--- config.mk ---
export PLATFORM = sky130hd
export DESIGN_NAME = pclk_tick_gen
export DESIGN_NICKNAME = d
export VERILOG_FILES = /design/src/rtl/clk_prescaller_pkg.sv /design/src/rtl/pclk_edge_det.sv /design/src/rtl/pclk_tick_gen.sv
export SDC_FILE = /design/constraint.sdc
export NUM_CORES = 1
export LEC_CHECK = 0
export BUFFER_PORTS_ARGS = -buffer_cell sky130_fd_sc_hd__buf_2
export CELL_PAD_IN_SITES_DETAIL_PLACEMENT = 0
export CELL_PAD_IN_SITES_GLOBAL_PLACEMENT = 1
export CORE_MARGIN = 2
export CORE_UTILIZATION = 40
export DETAILED_ROUTE_END_ITERATION = 10
export PLACE_DENSITY_LB_ADDON = 0.1
export SETUP_SLACK_MARGIN = 0.05
export SKIP_CTS_REPAIR_TIMING = 1
export SYNTH_ARGS = -nofsm -noshare
export SYNTH_HDL_FRONTEND = slang
export SYNTH_SLANG_ARGS = --single-unit
--- constraint.sdc ---
create_clock -name in_clk -period 2 [get_ports in_clk]
set_input_delay 0 -clock in_clk [delete_from_list [all_inputs] [get_ports in_clk]]
set_output_delay 0 -clock in_clk [all_outputs]
set_load 0.03 [all_outputs]
--- src/rtl/clk_prescaller_pkg.sv ---
// Shared definitions for the system clock prescaler and its tick consumers.
package clk_prescaller_pkg;

    // Default width of the prescaler tap bus.
    localparam int unsigned DIV_RESOLUTION_DEF = 4;

    // Tick generator control states.
    typedef enum logic [1:0] {
        StOff,
        StRun,
        StPend
    } pclk_tick_state_t;

    // Selector width able to encode bypass (0) plus every tap (1..div_res).
    function automatic int unsigned sel_width(input int unsigned div_res);
        return $clog2(div_res + 1);
    endfunction

endpackage

--- src/rtl/pclk_edge_det.sv ---
// Tap history register and rising-edge detection on the selected prescaler tap.
module pclk_edge_det
    import clk_prescaller_pkg::*;
#(
    parameter int unsigned  DIV_RESOLUTION = DIV_RESOLUTION_DEF,
    localparam int unsigned SEL_W          = sel_width(DIV_RESOLUTION)
) (
    input  logic                      in_clk,
    input  logic                      sys_rst_n,
    input  logic [DIV_RESOLUTION-1:0] pclk_in,
    input  logic [SEL_W-1:0]          sel,
    output logic                      base_edge
);

    logic [DIV_RESOLUTION-1:0] tap_q;

    // Remember last cycle's tap levels for edge detection.
    always_ff @(posedge in_clk or negedge sys_rst_n) begin
        if (!sys_rst_n) begin
            tap_q <= '0;
        end else begin
            tap_q <= pclk_in;
        end
    end

    // Bypass gives an edge every cycle; otherwise a 0->1 on tap sel-1.
    always_comb begin
        base_edge = (sel == '0);
        for (int i = 0; i < int'(DIV_RESOLUTION); i++) begin
            if (sel == SEL_W'(i + 1)) begin
                base_edge = pclk_in[i] & ~tap_q[i];
            end
        end
    end

endmodule

--- src/rtl/pclk_tick_gen.sv ---
// Selects a prescaler tap, postscales its edges and emits a one-cycle tick.
// Reconfiguration while running is deferred to the next tick boundary.
module pclk_tick_gen
    import clk_prescaller_pkg::*;
#(
    parameter int unsigned  DIV_RESOLUTION = DIV_RESOLUTION_DEF,
    parameter int unsigned  POST_W         = 8,
    localparam int unsigned SEL_W          = sel_width(DIV_RESOLUTION)
) (
    input  logic                      in_clk,
    input  logic                      sys_rst_n,
    input  logic [DIV_RESOLUTION-1:0] pclk_in,
    input  logic                      en,
    input  logic                      cfg_wr,
    input  logic [SEL_W-1:0]          cfg_sel,
    input  logic [POST_W-1:0]         cfg_post,
    output logic                      tick_out,
    output logic [SEL_W-1:0]          cur_sel,
    output logic [POST_W-1:0]         cur_post,
    output logic                      busy
);

    pclk_tick_state_t  state_q, state_d;
    logic [POST_W-1:0] post_cnt_q, post_cnt_d;
    logic [POST_W-1:0] cur_post_q, cur_post_d;
    logic [POST_W-1:0] pend_post_q, pend_post_d;
    logic [SEL_W-1:0]  cur_sel_q, cur_sel_d;
    logic [SEL_W-1:0]  pend_sel_q, pend_sel_d;
    logic [SEL_W-1:0]  sel_wr;
    logic              busy_q, busy_d;
    logic              tick_q, tick_d;
    logic              base_edge;
    logic              terminal;

    pclk_edge_det #(
        .DIV_RESOLUTION (DIV_RESOLUTION)
    ) u_edge_det (
        .in_clk    (in_clk),
        .sys_rst_n (sys_rst_n),
        .pclk_in   (pclk_in),
        .sel       (cur_sel_q),
        .base_edge (base_edge)
    );

    // Out-of-range selectors saturate to the slowest tap.
    always_comb begin
        sel_wr = cfg_sel;
        if (32'(cfg_sel) > DIV_RESOLUTION) begin
            sel_wr = SEL_W'(DIV_RESOLUTION);
        end
    end

    assign terminal = base_edge && (post_cnt_q == cur_post_q);

    // Next-state: postscale counting, deferred config swap and enable handling.
    always_comb begin
        state_d     = state_q;
        post_cnt_d  = post_cnt_q;
        cur_sel_d   = cur_sel_q;
        cur_post_d  = cur_post_q;
        pend_sel_d  = pend_sel_q;
        pend_post_d = pend_post_q;
        busy_d      = busy_q;
        tick_d      = 1'b0;

        unique case (state_q)
            StOff: begin
                if (cfg_wr) begin
                    cur_sel_d  = sel_wr;
                    cur_post_d = cfg_post;
                end
                if (en) begin
                    state_d    = StRun;
                    post_cnt_d = '0;
                end
            end
            StRun, StPend: begin
                if (base_edge) begin
                    if (terminal) begin
                        tick_d     = 1'b1;
                        post_cnt_d = '0;
                    end else begin
                        post_cnt_d = post_cnt_q + POST_W'(1);
                    end
                end
                // The tick that closes the old period is where the new config lands.
                if (state_q == StPend && terminal) begin
                    cur_sel_d  = pend_sel_q;
                    cur_post_d = pend_post_q;
                    busy_d     = 1'b0;
                    state_d    = StRun;
                end
                if (cfg_wr) begin
                    pend_sel_d  = sel_wr;
                    pend_post_d = cfg_post;
                    busy_d      = 1'b1;
                    state_d     = StPend;
                end
                // Stopping flushes any pending config straight into the active set.
                if (!en) begin
                    state_d    = StOff;
                    post_cnt_d = '0;
                    busy_d     = 1'b0;
                    if (cfg_wr) begin
                        cur_sel_d  = sel_wr;
                        cur_post_d = cfg_post;
                    end else if (state_q == StPend) begin
                        cur_sel_d  = pend_sel_q;
                        cur_post_d = pend_post_q;
                    end
                end
            end
            default: begin
                state_d = StOff;
            end
        endcase
    end

    // State and configuration registers.
    always_ff @(posedge in_clk or negedge sys_rst_n) begin
        if (!sys_rst_n) begin
            state_q     <= StOff;
            post_cnt_q  <= '0;
            cur_sel_q   <= '0;
            cur_post_q  <= '0;
            pend_sel_q  <= '0;
            pend_post_q <= '0;
            busy_q      <= 1'b0;
            tick_q      <= 1'b0;
        end else begin
            state_q     <= state_d;
            post_cnt_q  <= post_cnt_d;
            cur_sel_q   <= cur_sel_d;
            cur_post_q  <= cur_post_d;
            pend_sel_q  <= pend_sel_d;
            pend_post_q <= pend_post_d;
            busy_q      <= busy_d;
            tick_q      <= tick_d;
        end
    end

    assign tick_out = tick_q;
    assign cur_sel  = cur_sel_q;
    assign cur_post = cur_post_q;
    assign busy     = busy_q;

endmodule

* After elaboration in Yosys (flattened, before gate mapping) *
Cells that the tools add are included.

word-level totals
  memory bits (writable) = 0
  latch bits = 0
  flip-flop bits (word level) = 38
  output and inout bits = 13
  ROM bits = 0
  logic and storage cells = 75
  memories kept = 0

cells by class
  add/sub/neg operators = 1
  bitwise logic cells = 8
  equal/unequal tests = 12
  reduce and logical (&&, ||, !) cells = 11
  multiplexer cells = 33
  shifts and indexed selects = 0
  $lt $le $gt $ge = 1
  $mul = 0
  divide/modulo/power cells = 0

operator list
  kind                   count
  $mux W8                9
  $pmux W8 S2            2
  $mux W3                6
  $mux W1                10
  $add A8 B1 Y8 const B  1
  $eq A8 B8 Y1           1
  $mux W2                4
  $reduce_and A2 Y1      4
  $eq A3 B2 Y1 const B   2
  $pmux W3 S2            1
  $and A1 B1 Y1          4
  $ne A2 B2 Y1 const B   2
  $ne A4 B4 Y1 const B   1
  $not A1 Y1             4
  $pmux W2 S2            1
  $eq A3 B1 Y1 const B   1
  $eq A3 B3 Y1 const B   1
  $gt A3 B3 Y1 const B   1
  $logic_not A3 Y1       1
  $ne A3 B1 Y1 const B   1
  $ne A3 B3 Y1 const B   1
  $reduce_and A3 Y1      1
  $eq A2 B1 Y1 const B   1
  $eq A2 B2 Y1 const B   1
  4 further kinds        5

* Logic depth before layout (Yosys ltp) *
  depth after elaboration = 13
  depth in mapped cells = 9
  depth with buffers taken out = 7

* Cells and area by module *
A second synthesis with hierarchy kept.

second synthesis, totals
  cell total of the unflattened synthesis = 228
  area total of the unflattened synthesis = 2306.0 sq um

modules (own cells, without submodules)
  module         area an instance (sq um)  instances  cells an instance  seq. area each (sq um)
  pclk_tick_gen  2155.8                    1          217                850.8
  pclk_edge_det  150.1                     1          11                 100.1

* Worst setup path after synthesis *
No wires, ideal clock.

  path kind = register -> register
  from = register (tool-made name)
  to = register (tool-made name)
  path buffers = 1
  cell stages (with the launch flop) = 7
  setup slack = -308 ps
  arrival = 2183 ps
  cell sequence = dfrtp_1 > or3b_1 > a221oi_2 > o2111ai_2 > a31oi_2 > buf_6 > mux2_4

==> summary.md <==
| Metric | Value |
|---|---|
| Outcome | finished, violations left |
| Failing checks | negative hold slack, negative setup slack |
| Layout Utilization | between 50% and 60% |
| Final-report hold violation count | 1 |
| Layout Nets | 326 |
| Setup WS post-layout | -0.0408 ns |
| Sum of buffers and inverters on the critical path | 1 |
| Proportion of total power due to net switching | 40.7% |
| Max clock buf depth | 2 |
| Tmin final | 2.04 ns |
| Flip-flop and latch count after synthesis | 38 |
| Instance count of the mapped netlist | approximately 230 |
| Count of different cell masters after synthesis | 41 |
| Row count | 27 |
| Placed insts | 350 |
| Series of cell instances along the critical path | or3b_4 > a221oi_4 > o2111ai_2 > a31oi_2 > buf_6 > mux2_4 |
| Clock net sink count | 38 |
| Residual DRC count | 0 |
| Number of antenna violations at the first check in global routing | 0 |
| Seq pwr share | 25.6% |
| Delay-heaviest family, CP | compound AO/OA/AOI/OAI gates |
| Share of the clock period used by the worst path | 102% |
| Post-Place Cell Area | 2670 µm² |
| Number of placed I/O pins | 32 |
| Die height | 78.9 µm |
| Register area | ~950 µm² |
| Share of synthesized area occupied by flip-flops and latches | a little over two fifths |
| Setup slack at placement | -0.119 ns |
| Final setup violation count | 9 |
| Library cell contributing the largest single delay on the critical path | dfrtp_2 |
| Power per standard cell area | 1600 nW/µm² |
| Worst hold margin | -0.0135 ns |
| Overflow left after global routing | 0 |
| Number of diodes added for antenna fixing | 0 |
| Avg Synthesized Cell Area | 9.71 µm² |
| Class of the tightest hold or removal check | input port to flip-flop |
| Highest achievable clock rate | roughly 490 MHz |
| Clock network latency to the later pin of the worst-skew pair | 0.30 ns |
| Transition time at the pin with the least slew margin | 0.512 ns |
| Setup skew after layout | 0.00583 ns |
| Arrival time at the worst endpoint | 2.22 ns |
| Peak VDD IR | 650 µV |
| CTS Buf Count | 5 |
| Slowest stage delay, CP | approximately 0.4 ns |
| DRT Pass-1 Iters | 5 |
| Total of warnings raised by yosys | 0 |
| Die Footprint | 6220 µm² |
| Port-buffer cells | 31 |
| Maximum number of pins on one net before global-route repair | 39 |
| Number of slew-limit violations in the final report | 0 |
| Internal Pwr Total | 2.87 mW |
| Total of max-cap violations | 0 |
| Total non-filler cell area in the finished layout | 3020 µm² |
| Initial Util | 41.0% |
| Layout overhead on the synthesized area | 34.4% |
| Via count of the first global-routing pass | between 1500 and 2000 |
| Global-route wire length before repair | 9.29 mm |
| Multi-input gate area | 1240 µm² |
| Aggregate global-route resource usage | 19.1% |
| Antenna-violating nets left | 0 |
| Initial drt markers | 49 |
| Fin cells | 375 |
| Max_slew headroom | about two thirds |
| Average via count per standard cell | 5.27 |
| CP max FO | 5 |
| Net Count, Synth | 255 |
| Share of final-layout standard cells stronger than drive strength 1 | roughly a third |
| Wirelength per Cell | 14.8 µm |
| Switching power summed over all nets | 1.97 mW |
| CTS tree | yes |
| Number of flops mapped to enable cells by yosys | 0 |
| Setup repair after global routing missed its margin | yes |
| Async S/R FF share, synth | 100% |
| HPWL Detailed | 3.86 mm |
| Final Wtd Congestion | 0.765 |
| Combined area of all synthesized cells | 2240 µm² |
| Die Width | 78.9 µm |
| Startpoint kind of the worst setup timing path | flip-flop |
| Via count | 1977 |
| Final setup TNS | -0.311 ns |
| Sum of routed wire length over all layers | 5.55 mm |
| Flip-flop cell with the highest count after synthesis | dfrtp_1 |
| Overall power of the completed layout | about 4.8 mW |
| Root buffer selected by CTS | clkbuf_8 |
| Clock share of power | 16.6% |
| Clock Pin Slew Worst Setup and Hold Paths | 0.08 ns |
| CORE AREA | 5470 µm² |
| Layout filler cell count | roughly 520 |
| Leakage power of the design | 1.37 nW |
| Required time at the endpoint of the critical path | 2.18 ns |
| Clock H-tree levels | 2 |
| Element type at the critical path end | flip-flop |
| Combinational share of power | 57.9% |
| Worst setup path class | flip-flop to flip-flop |
-- cells by family (layout without fill, tap and decap cells) --
group           Yosys count  in the layout  synth area share (%)
compound gates           74             74                  21.8
simple gates             63             63                  14.2
flops                    38             38                  42.4
buf+inv                  22             94                  4.07
mux                      21             21                  11.7
xor+xnor                  8              8                  3.12
fa+ha+maj                 5              5                  2.79
-- cells in the final DEF, fill, tap and decap left out, types with 3 or more instances in the layout --
| master | Yosys | routed |
|---|---|---|
| a21oi_1 | 13 | 11 |
| a22oi_1 | 8 | 8 |
| and2_1 | 3 | 3 |
| buf_2 | 1 | 31 |
| buf_4 | 0 | 28 |
| buf_6 | 1 | 4 |
| clkbuf_8 | 0 | 5 |
| dfrtp_1 | 38 | 37 |
| dlygate4sd3_1 | 0 | 15 |
| ha_1 | 5 | 5 |
| inv_1 | 8 | 8 |
| mux2_2 | 10 | 9 |
| mux2_4 | 8 | 9 |
| mux2i_1 | 3 | 3 |
| nand2_1 | 25 | 25 |
| nand3_1 | 11 | 11 |
| nand4_1 | 3 | 3 |
| nor2_1 | 5 | 5 |
| o211ai_1 | 3 | 3 |
| o21ai_0 | 26 | 26 |
| o22ai_1 | 3 | 3 |
| o31ai_1 | 8 | 7 |
| or3_1 | 6 | 6 |
| xor2_1 | 8 | 8 |
-- cell usage after synthesis (8+ instances only) --
master | number | area share [%]
dfrtp_1 | 38 | 42
o21ai_0 | 26 | 5.8
nand2_1 | 25 | 4.2
a21oi_1 | 13 | 2.9
clkbuf_1 | 11 | 1.8
nand3_1 | 11 | 2.5
mux2_2 | 10 | 5.0
a22oi_1 | 8 | 2.7
inv_1 | 8 | 1.3
mux2_4 | 8 | 5.4
o31ai_1 | 8 | 2.7
xor2_1 | 8 | 3.1
-- final cells by class --
| cell class | count | area share (%) |
|---|---|---|
| Clock inverter | 3 | 2.28 |
| Sequential cell | 38 | 31.6 |
| Tap cell | 72 | 2.99 |
| Clock buffer | 5 | 2.28 |
| Inverter | 8 | 0.996 |
| Multi-Input combinational cell | 171 | 41.3 |
| Timing Repair Buffer | 78 | 18.6 |
-- power groups by stage --
stage          combinational [mW]  sequential [mW]  clock, mW
6_report                     2.80             1.24      0.800
2_1_floorplan                1.56             1.48          0
3_3_place_gp                 2.66             1.24          0
4_1_cts                      2.66             1.23      0.833
5_1_grt                      3.07             1.27      0.857
3_5_place_dp                 2.66             1.25          0
-- worst paths after layout --
path                       slack, ns  cells past startpoint          start                   to
setup / recovery               -0.04                      6      flip-flop            flip-flop
hold / removal                 -0.01                      2    cfg_post[7]       pend_post_q[7]
setup reg to reg               -0.04                      6      flip-flop            flip-flop
hold reg to reg                 0.50                      2  pend_sel_q[0]        pend_sel_q[0]
max in group asynchronous       1.33                      3      sys_rst_n            async pin
min in group asynchronous       0.29                      3      sys_rst_n  u_edge_det.tap_q[2]
-- metal layers --
metal | vias up | wire (µm) | track usage (%)
met5 | - | 0 | 0
met4 | 0 | 72 | 6.03
met3 | 6 | 159 | 4.09
met2 | 31 | 2480 | 30.3
met1 | 940 | 2830 | 26.1
li1 | 1000 | - | -
Power figures use the tool's default switching activity.
